===== src/rtl/mult_seq_ctrl.sv =====
// mult_seq_ctrl: sequential unsigned WIDTH x WIDTH multiplier controller.
// It walks an external combinational 2x2 multiplier cell over every pair of
// 2-bit operand digits and shift-accumulates the 4-bit partial products.
module mult_seq_ctrl #(
  parameter int WIDTH = 8
) (
  input  logic               clk,
  input  logic               rst,
  input  logic               start_valid,
  output logic               start_ready,
  input  logic [WIDTH-1:0]   a_in,
  input  logic [WIDTH-1:0]   b_in,
  output logic [1:0]         pp_a,
  output logic [1:0]         pp_b,
  input  logic [3:0]         pp_c,
  output logic               res_valid,
  input  logic               res_ready,
  output logic [2*WIDTH-1:0] res
);

  localparam int N  = WIDTH / 2;
  localparam int IW = (N > 1) ? $clog2(N) : 1;
  localparam int PW = 2 * WIDTH;
  localparam logic [IW-1:0] LAST_IDX = IW'(N - 1);

  typedef enum logic [1:0] {
    IDLE,
    RUN,
    DONE
  } state_t;

  state_t state, state_next;

  logic [WIDTH-1:0] a_reg, b_reg;
  logic [PW-1:0]    acc;
  logic [PW-1:0]    term;
  logic [PW-1:0]    sum;
  logic [IW-1:0]    i, j;
  logic [IW+1:0]    shamt;
  logic             last;

  // The digit pair (i, j) carries weight 4^(i+j), i.e. a shift of 2*(i+j).
  assign last  = (i == LAST_IDX) && (j == LAST_IDX);
  assign shamt = {(IW + 1)'(i) + (IW + 1)'(j), 1'b0};
  assign term  = PW'(pp_c) << shamt;
  assign sum   = acc + term;

  // State register.
  always_ff @(posedge clk) begin
    if (rst) begin
      state <= IDLE;
    end else begin
      state <= state_next;
    end
  end

  // Next-state logic and state-decoded outputs; digits are only driven in RUN.
  always_comb begin
    state_next  = state;
    start_ready = 1'b0;
    res_valid   = 1'b0;
    pp_a        = 2'b00;
    pp_b        = 2'b00;
    case (state)
      IDLE: begin
        start_ready = !rst;
        if (start_valid) begin
          state_next = RUN;
        end
      end
      RUN: begin
        pp_a = a_reg[{i, 1'b0} +: 2];
        pp_b = b_reg[{j, 1'b0} +: 2];
        if (last) begin
          state_next = DONE;
        end
      end
      DONE: begin
        res_valid = 1'b1;
        if (res_ready) begin
          state_next = IDLE;
        end
      end
      default: begin
        state_next = IDLE;
      end
    endcase
  end

  // Operand capture, digit counters (j inner, i outer) and the accumulator.
  // The final partial product is folded straight into res on the last RUN cycle.
  always_ff @(posedge clk) begin
    if (rst) begin
      a_reg <= '0;
      b_reg <= '0;
      acc   <= '0;
      res   <= '0;
      i     <= '0;
      j     <= '0;
    end else begin
      case (state)
        IDLE: begin
          if (start_valid) begin
            a_reg <= a_in;
            b_reg <= b_in;
            acc   <= '0;
            i     <= '0;
            j     <= '0;
          end
        end
        RUN: begin
          acc <= sum;
          if (j == LAST_IDX) begin
            j <= '0;
            i <= i + IW'(1);
          end else begin
            j <= j + IW'(1);
          end
          if (last) begin
            res <= sum;
          end
        end
        default: begin
        end
      endcase
    end
  end

endmodule


===== config.mk =====
export PLATFORM = sky130hd
export DESIGN_NAME = mult_seq_ctrl
export DESIGN_NICKNAME = d
export VERILOG_FILES = /design/src/rtl/mult_seq_ctrl.sv
export SDC_FILE = /design/constraint.sdc
export NUM_CORES = 1
export LEC_CHECK = 0
export ABC_AREA = 1
export CORE_ASPECT_RATIO = 0.5
export CORE_MARGIN = 2
export CORE_UTILIZATION = 27
export DETAILED_ROUTE_END_ITERATION = 8
export PLACE_DENSITY_LB_ADDON = 0.3
export SETUP_SLACK_MARGIN = 0.4
export SYNTH_ARGS = -nofsm -noshare
export SYNTH_HDL_FRONTEND = slang
export SYNTH_SLANG_ARGS = --single-unit

===== constraint.sdc =====
create_clock -name clk -period 2.7 [get_ports clk]
set_clock_uncertainty 0.2 [all_clocks]
set_input_delay 0.54 -clock clk [delete_from_list [all_inputs] [get_ports clk]]
set_output_delay 0.54 -clock clk [all_outputs]
set_load 0.02 [all_outputs]

==> flow_metrics.env <==
export IMPL_status="finished with violations"
export IMPL_violations="negative setup slack"
export IMPL_via_per_inst=4.313
export IMPL_drc=0
export IMPL_hold_viol=0
export IMPL_finalWorstSetupSlack_ns=-0.3027
export IMPL_postSynthAreaPerCell_um2=6.432
export IMPL_cts_tree="done"
export IMPL_grt_pass1_wl_um=15530
export IMPL_cellPowerDensity_mw_per_mm2=413.0
export IMPL_cp_top_family="adder cells"
export IMPL_die_w_um=160.0
export IMPL_cp_common_cell="nand2_1"
export IMPL_drive_above_1_share_pct=26.92
export IMPL_reg_top3="acc x16, res x16"
export IMPL_wire_per_inst_um=12.32
export IMPL_end_kind="register"
export IMPL_cts_clk_slew_worst_paths_ns=0.07
export IMPL_fin_cells=763
export IMPL_antenna_found_initial=0
export IMPL_ir_worst_vdd_v=0.0002502
export IMPL_layout_min_cycle_time_ns=3.003
export IMPL_min_to="a_reg[3]"
export IMPL_numCtsBuffers=5
export IMPL_dr_pass1_iters=4
export IMPL_drt_wl_total_um=9402
export IMPL_first_global_vias=3176
export IMPL_rr_worst_depth=19
export IMPL_fp_dieArea_mm2=0.01313
export IMPL_cap_violations=0
export IMPL_hold_path_depth=2
export IMPL_dp_hpwl_um=6677
export IMPL_critPathKind="register to register"
export IMPL_crit_chain="ha_4, inv_2, fa_2, inv_6, nor2_2, a31oi_2, nor2_1, ha_1, nand2_2, nor2_1, nand3_2, nand2_4, nand2_2, nand2_1, nand2_1, nand2_1, nand2_1, nand2_1, inv_1"
export IMPL_min_path_type="register to register"
export IMPL_clock_sinks=54
export IMPL_drv_slew=0
export IMPL_whs_ns=0.2629
export IMPL_synth_edff_count=0
export IMPL_synth_ff_type="dfxtp_1"
export IMPL_max_clock_path_buffers=2
export IMPL_final_cell_mix="nand2_1, inv_1, dfxtp_1"
export IMPL_setup_violations=26
export IMPL_grt_total_usage_pct=14.86
export IMPL_crit_fanout=7
export IMPL_fmax_mhz=333.0
export IMPL_final_core_util_pct=40.71
export IMPL_synthCells=511
export IMPL_max_slew_margin_pct=56.29
export IMPL_nNetsFinal=642
export IMPL_post_place_ws_ns=-0.3517
export IMPL_ios=46
export IMPL_worstPathRequired_ns=2.70
export IMPL_ff2ff_setup_slack_ns=-0.30
export IMPL_ant_nets=0
export IMPL_leakage_nw=2.186
export IMPL_start_util_pct=27.76
export IMPL_die_height_um=82.02
export IMPL_gp_congestion=0.9150
export IMPL_hold_start="a_reg[3]"
export IMPL_timing_rr_end="res[11]"
export IMPL_crit_slowest_cell="fa_2"
export IMPL_dp_cells=750
export IMPL_slowest_delay_ns=0.48
export IMPL_fp_row_count=28
export IMPL_cp_start_kind="register"
export IMPL_num_vias=3291
export IMPL_grt_max_degree=55
export IMPL_synthToLayoutAreaGrowth_pct=46.67
export IMPL_core_mm2=0.01184
export IMPL_yosys_warnings=0
export IMPL_syn_area_mm2=0.003287
export IMPL_yosysSeqAreaShare_pct=32.89
export IMPL_rsz0062_at_grt="true"
export IMPL_syn_nets=555
export IMPL_timing_final_crit_share_pct=111.2
export IMPL_worst_slew_pin_transition_ns=0.6557
export IMPL_cts_root_buf="clkbuf_16"
export IMPL_antennaDiodeCount=0
export IMPL_drt_iter0_drc=169
export IMPL_reg2reg_from="j[0]"
export IMPL_final_area_mm2=0.004821
export IMPL_clk_latency_ns=0.30
export IMPL_layout_commonest_cell="nand2_1"
export IMPL_synth_async_sr_flop_share_pct=0
export IMPL_h_tree_depth=2
export IMPL_placement_cell_area_mm2=0.004227
export IMPL_portBuffers=45
export IMPL_ys_ff_latch=54
export IMPL_arrival_ns=3.00
export IMPL_grt_overflow=0
export IMPL_synth_cell_types=31
export IMPL_path_buf_inv=3
==> what timing repair did <==
| item | 4_1_cts | 5_1_grt |
|---|---|---|
| gates resized for setup | 76 | 23 |
| buffers inserted | 4 | 2 |
| setup endpoints to repair | 36 | 36 |
| pin swaps | 16 | 7 |
| hold buffers | 0 | 0 |
==> logic make-up (layout without fill, tap and decap cells) <==
family	Yosys count	after routing	synth area share, %
mux	1	1	0.3045
xor+xnor	7	7	1.865
compound gates	74	74	11.53
fa+ha+maj	20	20	8.070
buf+inv	78	165	9.707
simple gates	277	277	35.63
flops	54	54	32.89
==> synth_stat cells (2+ instances only) <==
master | n | area share (%)
clkbuf_1 | 5 | 0.57
buf_2 | 4 | 0.61
nand3_1 | 17 | 2.6
nand2_1 | 175 | 20
or2_2 | 2 | 0.38
o21ai_0 | 10 | 1.5
buf_6 | 2 | 0.69
fa_1 | 2 | 1.2
nand3b_1 | 4 | 0.91
o22ai_1 | 2 | 0.38
xor2_1 | 6 | 1.6
ha_1 | 18 | 6.9
inv_2 | 3 | 0.34
o21ai_1 | 6 | 0.91
nor2_2 | 20 | 3.8
nor2_1 | 49 | 5.6
nor3_1 | 7 | 1.1
a31oi_1 | 2 | 0.38
dfxtp_1 | 54 | 33
a21oi_1 | 53 | 8.1
inv_1 | 60 | 6.9
==> tightest hold or removal path, cell delays in order, from the launching register on <==
cell and delay [ns]:
dfxtp_1 0.31, nand2_1 0.06, a21oi_1 0.05
==> power breakdown <==
part           switching [mW]  total [mW]  internal [mW]
clock network           0.315       0.750          0.435
logic                   0.214       0.405          0.191
registers              0.0163       0.836          0.819
total                   0.546        1.99           1.45
==> final cells by class <==
class | instances | area, µm²
inverters | 65 | 251.5
well taps | 165 | 206.4
clock buffers | 5 | 125.1
fillers | 1261 | 7020
flip-flops and latches | 54 | 1090
multi-input cells | 379 | 2300
repair buffers | 93 | 809.5
clock inverters | 2 | 38.79
==> per-stage QoR <==
step | power [mW] | TNS [ns]
2_1_floorplan | 1.031 | -0.1515
3_3_place_gp | 1.171 | -6.567
3_5_place_dp | 1.171 | -6.949
4_1_cts | 1.981 | -4.160
5_1_grt | 2.083 | -9.051
6_report | 1.991 | -4.750
==> worst max-delay path by stage <==
stage,start,to,cells after the start
final,j[0],res[11],19
after global routing,j[0],res[13],19
after CTS,j[0],res[6],16
after detailed placement,pp_c[3],res[6],13
after global placement,pp_c[3],res[12],17
after floorplan,i[0],res[11],18
==> per-layer routing <==
| metal | part of all wire (%) | track usage [%] |
|---|---|---|
| met2 | 45 | 24.81 |
| met3 | 1.9 | 2.121 |
| met1 | 52 | 19.81 |
| met4 | 1.6 | 5.676 |
| met5 | 0 | 0 |
(Power assumes the default switching activity.)
